$ cat src/rtl/sample_in_ball_engine.sv
// sample_in_ball_engine
//
// Streaming SampleInBall core for ML-DSA. It takes the SHAKE256 squeeze
// output of H as a byte stream and builds the challenge polynomial c in a
// local array of 2-bit trits using Fisher-Yates. It then streams all N
// coefficients out, tagged with their index.
//
// Ports
//   clk, rst_n          : clock, synchronous active-low reset
//   start, ml_dsa_level : run request (sampled in IDLE only) and level select
//                         00/01/10 = ML-DSA-44/65/87, 11 = illegal
//   byte_in, byte_valid : squeeze byte stream
//   byte_ready          : byte stream ready (SIGNS and SAMPLE only)
//   out_coeff, out_idx  : encoded coefficient and its index
//   out_valid/out_ready : coefficient stream handshake
//   busy                : engine not idle
//   done, err           : one-cycle completion pulse; err marks an illegal level
module sample_in_ball_engine #(
  parameter int N          = 256,
  parameter int COEFF_W    = 24,
  parameter int Q          = 8380417,
  parameter bit SIGNED_OUT = 1'b0,
  parameter int TAU44      = 39,
  parameter int TAU65      = 49,
  parameter int TAU87      = 60
) (
  input  logic               clk,
  input  logic               rst_n,
  input  logic               start,
  input  logic [1:0]         ml_dsa_level,
  input  logic [7:0]         byte_in,
  input  logic               byte_valid,
  output logic               byte_ready,
  output logic [COEFF_W-1:0] out_coeff,
  output logic [7:0]         out_idx,
  output logic               out_valid,
  input  logic               out_ready,
  output logic               busy,
  output logic               done,
  output logic               err
);

  localparam int IDX_W = $clog2(N);

  localparam logic [IDX_W-1:0] LAST_IDX = IDX_W'(N - 1);

  // Trit encoding of the coefficient array.
  localparam logic [1:0] C_ZERO = 2'b00;
  localparam logic [1:0] C_POS  = 2'b01;
  localparam logic [1:0] C_NEG  = 2'b11;

  localparam logic [COEFF_W-1:0] NEG_ENC =
    SIGNED_OUT ? {COEFF_W{1'b1}} : COEFF_W'(Q - 1);

  typedef enum logic [2:0] {
    S_IDLE,
    S_ERR,
    S_SIGNS,
    S_SAMPLE,
    S_OUT,
    S_FIN
  } state_e;

  state_e           state_q, state_d;
  logic [IDX_W-1:0] i_q, i_d;          // byte index in SIGNS, Fisher-Yates i in SAMPLE
  logic [IDX_W-1:0] out_cnt_q, out_cnt_d;
  logic [63:0]      sign_q, sign_d;
  logic [6:0]       tau_q, tau_d;
  logic             done_q, done_d;
  logic             err_q, err_d;
  logic [1:0]       c_q [N];
  logic [1:0]       c_d [N];

  logic [6:0]       tau_sel;
  logic             level_ok;
  logic [IDX_W-1:0] start_idx;
  logic [IDX_W-1:0] j_idx;
  logic             j_ok;
  logic [1:0]       cur_c;

  // Level decode for the start request.
  always_comb begin
    tau_sel  = 7'(TAU44);
    level_ok = 1'b1;
    case (ml_dsa_level)
      2'b00:   tau_sel = 7'(TAU44);
      2'b01:   tau_sel = 7'(TAU65);
      2'b10:   tau_sel = 7'(TAU87);
      default: level_ok = 1'b0;
    endcase
  end

  // First Fisher-Yates position N - tau. Modular arithmetic keeps this
  // correct when N - tau needs all IDX_W bits (e.g. N = 256).
  assign start_idx = LAST_IDX + IDX_W'(1) - IDX_W'(tau_q);

  // A sample byte j is usable only when j <= i. Bytes >= N fail this
  // test automatically, because i never exceeds N-1.
  assign j_idx = byte_in[IDX_W-1:0];
  assign j_ok  = (byte_in <= 8'(i_q));

  // NOTE: every variable written here gets its default first, so no path
  // can leave one unassigned and infer a latch.
  always_comb begin
    state_d   = state_q;
    i_d       = i_q;
    out_cnt_d = out_cnt_q;
    sign_d    = sign_q;
    tau_d     = tau_q;
    c_d       = c_q;
    // done/err are registered, so the pulse lands one cycle after ERR/FIN.
    done_d    = (state_q == S_ERR) || (state_q == S_FIN);
    err_d     = (state_q == S_ERR);

    case (state_q)
      S_IDLE: begin
        if (start) begin
          if (level_ok) begin
            state_d   = S_SIGNS;
            tau_d     = tau_sel;
            i_d       = '0;
            out_cnt_d = '0;
            sign_d    = '0;
            c_d       = '{default: C_ZERO};
          end else begin
            state_d = S_ERR;
          end
        end
      end

      S_ERR: state_d = S_IDLE;

      S_SIGNS: begin
        if (byte_valid) begin
          // Little-endian: byte k fills sign[8k+7:8k].
          sign_d[{i_q[2:0], 3'b000} +: 8] = byte_in;
          if (i_q[2:0] == 3'd7) begin
            i_d     = start_idx;
            state_d = S_SAMPLE;
          end else begin
            i_d = i_q + IDX_W'(1);
          end
        end
      end

      S_SAMPLE: begin
        if (byte_valid && j_ok) begin
          // The c[j] write comes second, so it wins when j == i.
          c_d[i_q]   = c_q[j_idx];
          c_d[j_idx] = sign_q[0] ? C_NEG : C_POS;
          sign_d     = {1'b0, sign_q[63:1]};
          i_d        = i_q + IDX_W'(1);
          if (i_q == LAST_IDX) begin
            state_d = S_OUT;
          end
        end
      end

      S_OUT: begin
        if (out_ready) begin
          out_cnt_d = out_cnt_q + IDX_W'(1);
          if (out_cnt_q == LAST_IDX) begin
            state_d = S_FIN;
          end
        end
      end

      S_FIN: state_d = S_IDLE;

      default: state_d = S_IDLE;
    endcase
  end

  // NOTE: sequential state uses non-blocking assignments only, so every
  // flop samples the values from before the edge.
  always_ff @(posedge clk) begin
    if (!rst_n) begin
      state_q   <= S_IDLE;
      i_q       <= '0;
      out_cnt_q <= '0;
      sign_q    <= '0;
      tau_q     <= '0;
      done_q    <= 1'b0;
      err_q     <= 1'b0;
    end else begin
      state_q   <= state_d;
      i_q       <= i_d;
      out_cnt_q <= out_cnt_d;
      sign_q    <= sign_d;
      tau_q     <= tau_d;
      done_q    <= done_d;
      err_q     <= err_d;
    end
  end

  // NOTE: the coefficient array has no reset. Every accepted start clears it,
  // and it is only read in OUT. It only holds while reset is applied, so an
  // aborted run cannot write to it on the reset edge.
  always_ff @(posedge clk) begin
    if (rst_n) begin
      c_q <= c_d;
    end
  end

  // Outputs decode from registered state only. Nothing here depends
  // combinationally on out_ready.
  assign byte_ready = (state_q == S_SIGNS) || (state_q == S_SAMPLE);
  assign out_valid  = (state_q == S_OUT);
  assign busy       = (state_q != S_IDLE);
  assign done       = done_q;
  assign err        = err_q;
  assign out_idx    = out_valid ? 8'(out_cnt_q) : 8'd0;
  assign cur_c      = c_q[out_cnt_q];

  always_comb begin
    out_coeff = '0;
    if (out_valid) begin
      case (cur_c)
        C_POS:   out_coeff = COEFF_W'(1);
        C_NEG:   out_coeff = NEG_ENC;
        default: out_coeff = '0;
      endcase
    end
  end

endmodule

$ cat config.mk
export PLATFORM = sky130hd
export DESIGN_NAME = sample_in_ball_engine
export DESIGN_NICKNAME = d
export VERILOG_FILES = /design/src/rtl/sample_in_ball_engine.sv
export SDC_FILE = /design/constraint.sdc
export NUM_CORES = 2
export LEC_CHECK = 0
export CAP_MARGIN = 15
export CORE_MARGIN = 5
export CORE_UTILIZATION = 50
export CTS_CLUSTER_DIAMETER = 150
export CTS_CLUSTER_SIZE = 20
export DETAILED_ROUTE_END_ITERATION = 7
export PLACE_DENSITY = 0.76
export SLEW_MARGIN = 20
export SYNTH_ARGS = -nofsm -noshare
export SYNTH_HDL_FRONTEND = slang
export SYNTH_SLANG_ARGS = --single-unit
$ cat constraint.sdc
create_clock -name clk -period 213.1 [get_ports clk]
set_input_delay 42.62 -clock clk [delete_from_list [all_inputs] [get_ports clk]]
set_output_delay 42.62 -clock clk [all_outputs]
set_load 0.05 [all_outputs]
; ---- Word-level counts from Yosys, hierarchy flattened
; Index checks and enable logic that the tools add are counted.
[word_totals]
regBits = 604
in_bits = 15
[classes]
n_addsub = 4
order_cmp = 6
eq_ne = 20
n_shift = 2
mux = 45
bitwise = 3
reduce_logical = 17
[ops]
columns = op, count
row1 = $mux W512, 3
row2 = $bwmux W512, 2
row3 = $pmux W512 S2, 1
row4 = $mux W64, 4
row5 = $pmux W64 S3, 1
row6 = $bwmux W64, 1
row7 = $shift A8 B8 Y64 const A, 1
row8 = $shiftx A8 B8 Y64, 1
row9 = $mux W8, 7
row10 = $pmux W23 S2, 1
row11 = $bmux W2 S8, 2
row12 = $demux W2 S8, 2
row13 = $ge A9 B9 Y1 const B, 3
row14 = $not A8 Y9, 3
row15 = $pmux W8 S3, 1
row16 = $mux W23, 1
row17 = $mux W3, 7
row18 = $lt A9 B1 Y1 const B, 2
row19 = $add A8 B1 Y8 const B, 2
row20 = $eq A8 B8 Y1 const B, 2
row21 = $mux W2, 8
row22 = $pmux W8 S2, 1
row23 = $ne A2 B2 Y1 const B, 6
row24 = $pmux W3 S4, 1
row25 = other kinds (22), 34

; ---- Longest topological paths before layout
[logic_depth]
ltp_word = 9
mapped_depth = 15
depth_no_buf = 11

; ---- Worst setup path before layout
; OpenSTA, ideal clock, no wires.
[synth_path]
kind = input port to flip-flop
start = input port byte_in[0]
end = register c_q[0] (netlist bit), enable pin
t_arrival_ns = 122.373
t_required_ns = 209.006
path_slack_ns = 86.634
stages = 12
n_path_buf = 3
path_cell_list = buf_4 > buf_2 > inv_1 > buf_2 > ha_1 > nor2b_1 > o21a_1 > o21a_1 > o21bai_1 > a21oi_1 > nand2b_1 > a2111oi_0
[synth_between]
elab_chain_len = 4
[synth_lines]
columns = element, line
row1 = start: declaration, 31  ; input logic [7:0] byte_in,
row2 = $le A8 B8 Y1, 100  ; assign j_ok = (byte_in <= 8'(i_q));
row3 = $logic_and A1 B1 Y1, 147  ; if (byte_valid && j_ok) begin
row4 = $ne A2 B2 Y1 (no source line), n/a
row5 = $reduce_and A5 Y1 (no source line), n/a
row6 = end signal: assignment, 201  ; c_q <= c_d;
row7 = end: declaration, 71  ; logic [1:0] c_q [N];
; No other way between the ends.
; A chain may end at the register's enable or synchronous reset.

; ---- Worst setup path after layout
[layout_path]
start = register out_cnt_q[0]
end = output port out_coeff[19]
[layout_between]
elab_chain_len = 7
elab_cells_between_ends = 8
classes_between = eq/ne: 2 / mux: 5 / bitwise: 1
[layout_lines]
columns = element, line
row1 = start: declaration, 66  ; logic [IDX_W-1:0] out_cnt_q, out_cnt_d;
row2 = start signal: assignment, 188  ; out_cnt_q <= out_cnt_d;
row3 = $not A8 Y9 (not written as such) (*), 213  ; assign cur_c = c_q[out_cnt_q];
row4 = $bmux W2 S8 (*), 213
row5 = $mux W2 (not written as such) (*) (2 in series), 213
row6 = $eq A2 B2 Y1 / $eq A2 B1 Y1 (equally long branches), 218  ; case (cur_c)
row7 = $pmux W23 S2 (*), 218
row8 = $mux W23 (*), 217  ; if (out_valid) begin
row9 = end: declaration, 34  ; output logic [COEFF_W-1:0] out_coeff,
; Every way passes the cells marked *; elsewhere a longest branch is shown, timed or not. The select of a mux whose other input is x is not followed.

==> impl_results.md <==
- Vias in the first global route: 36910
- Num CTS Buffers: 36
- Peak supply drop: 0.000006214 V
- Row cnt: 108
- Period utilization: 0.2301
- Mux share of post-synthesis cell area: 0.2037
- Post-Synth Simple-Gate Area: 0.1307
- Leakage power: 12.21 nW
- DRT iter0 DRCs: 7572
- Failing checks: DRC
- Slew at the pin with the worst max-slew slack: 1.280 ns
- Final Hold Vio Count: 0
- Slew margin rel.: 0.1390
- Storage cell area: 0.01721 mm2
- Via count: 40440
- Multi-input logic area: 0.02404 mm2
- Dominant combinational cell family by area after synthesis: multiplexers
- Final setup viols: 0
- First-pass GRT wire length: 233700 um
- # DRC: 6
- Asr flop ratio synth: 0
- Clock sink total: 603
- Synth cell count leaders: 741 x nand2_1, 558 x a21oi_1, 512 x edfxtp_1
- Share of cells above drive strength 1: 0.1062
- Die ar.: 0.09310 mm2
- Routed wire length: 158300 um
- DP HPWL: 92110 um
- Top_reg_cell synth: edfxtp_1
- Setup TNS Final: 0 ns
- P per Cell Area: 6.456 mW/mm2
- Worst Setup Start Kind: flip-flop
- Total power: 0.2904 mW
- Top Metal Used: met5
- Clk pin slew, worst setup/hold paths: 0.10 ns
- CTS root buf: clkbuf_16
- Post-synthesis adder-cell area fraction: 0.005746
- RSZ-0062 raised after global routing: no
- Die Wd: 305.1 um
- Syn. warnings: 0
- Achievable frequency: 0.02040 GHz
- Area leader, netlist: edfxtp_1
- Met2 WL: 64090 um
- H-Tree Depth: 2
- Synth area leaders: edfxtp_1 35%, mux4_2 12%, mux2i_1 8.6%
- Post-synth EDFFs: 512
- I/O pin total: 52
- Cell with the most instances after synthesis: nand2_1
- Drt via density: 7.528
- Hold-fix buffer count after cts: 0
- Maximum fanout along the worst path: 35
- Grt ovf: 0
- Cell count after synthesis: 4550
- Netlist Area Pre-Place: 0.04355 mm2
- WP data arrival: 6.41 ns
- Port bufs: 38
- Initial Utilization: 0.5027
- Fin. max-slew vios: 0
- Largest net degree at the start of global routing: 230
- RePlAce Congestion: 0.9763
- Worst Setup End Kind: output pin
- Skew-Pair Late Insertion Delay: 0.63 ns
- Yosys reg bits: 603
- Kind of critical path: reg -> out
- M1 WL: 53970 um
- Postcts setup bufs: 0
- Status: complete, but fails checks
- WHS: 0.4807 ns
- # fillers: 7621
- WP data required: 170.48 ns
- Final net count: 4233
- Mean Syn Cell Area: 9.571 um2
- Antenna Violating Nets Remaining: 0
- Post-layout min period: 49.03 ns
- Core ar.: 0.08662 mm2
- Area share of xor/xnor cells in the synthesized design: 0.001408
- Synthesis-to-layout area growth: 3.281%
- CTS tree: yes
- GRT Total Usage: 0.3201
- Seq/Total Area, Yosys: 0.3949
- DRT Pass-1 Iters: 8
- Clock buffer depth: 3
- Clock Skews: 0.04647 ns
- Type of the worst min-delay path: reg -> reg
- Max Cap Viol: 0
- Die Ht: 305.1 um
- Post-synthesis compound-gate area fraction: 0.2014
- Antenna violations before repair: 8
- Post-cts sizing count: 0
- Met3 routed WL: 27870 um
- Unique cell type count in the Yosys netlist: 67
- Synth top area share: 0.3531
- Avg WL per Cell: 29.48 um
## final timing paths
kind | slack, ns | to | startpoint | depth (start not counted)
min | 0.48 | sign_q[61]$_SDFFE_PN0P_ | sign_q[61]$_SDFFE_PN0P_ | 2
max | 164.07 | out_coeff[19] | out_cnt_q[0]$_SDFFE_PN0P_ | 9
min reg2reg | 0.48 | sign_q[61]$_SDFFE_PN0P_ | sign_q[61]$_SDFFE_PN0P_ | 2
max reg2reg | 207.65 | c_q[184]$_SDFFCE_PN0P_ | i_q[2]$_SDFFE_PN0P_ | 11
## metal layers
metal / up-vias / GRT usage
met5: - / 0.008089
met1: 19150 / 0.4210
li1: 16850 / -
met4: 6 / 0.1908
met3: 839 / 0.1289
met2: 3588 / 0.4445
## cell families (layout without fill, tap and decap cells)
family / Yosys count / after routing
AO/OA/AOI/OAI: 1391 / 1391
AND/OR/NAND/NOR: 1355 / 1355
multiplexers: 604 / 604
flip-flops: 603 / 603
buffers and inverters: 569 / 217
adder cells (fa/ha/maj): 20 / 20
XOR/XNOR: 7 / 7
other: 1 / 19
## flip-flops by register name, summed over array words and instances, names as in the netlist
register   flops
state_q        3
i_q            8
tau_q          6
done           1
err            1
out_cnt_q      8
c_q          512
sign_q        64
## power breakdown
group          internal [mW]  switching (mW)
clock                 0.0323          0.0440
combinational         0.0201          0.0431
sequential             0.142         0.00939
## stage by stage
stage | utilization | cells | cell area [um2] | worst slack [ns]
floorplan | - | 4562 | 43590 | 86.63
global placement | 0.5075 | 5315 | 43960 | 164.34
detailed placement | 0.5076 | 5315 | 43960 | 164.39
CTS | 0.5190 | 5365 | 44960 | 164.35
global route | 0.5191 | 5365 | 44960 | 163.87
finish | 0.5192 | 5371 | 44980 | 164.07
## critical path, cell delays in order, from the launching register on
cell and delay (ns):
dfxtp_4 0.83, buf_4 0.61, buf_4 0.77, mux4_2 0.39
o22ai_1 0.15, o31ai_1 0.57, nand4_1 0.23, o221ai_1 0.65
nor2b_1 0.56, clkdlybuf4s50_1 0.93
## layout by cell type (no fill, tap or decap), drive strengths merged, types with 10 or more instances in the layout
cell type / instances
mux2i: 372
nand4: 75
a2111oi: 10
clkbuf: 49
o311ai: 10
ha: 20
clkdlybuf4s50: 32
a21oi: 558
a31oi: 26
nor2: 349
nor3: 31
conb: 13
nand3: 54
a32oi: 253
buf: 112
and2: 20
o21ai: 132
nand2: 741
inv: 22
a22oi: 66
dfxtp: 91
nand2b: 23
nor2b: 20
edfxtp: 512
o22ai: 262
mux4: 225
a211oi: 18
## final cells by class
cell class | instances | share of cell area
diodes | 6 | 0.0003338
clock buffers | 49 | 0.02159
clock inverters | 1 | 0.0004451
inverters | 23 | 0.001920
multi-input cells | 3390 | 0.5344
flip-flops and latches | 603 | 0.3827
well taps | 1155 | 0.03213
repair buffers | 144 | 0.02640
(Power assumes the default switching activity.)
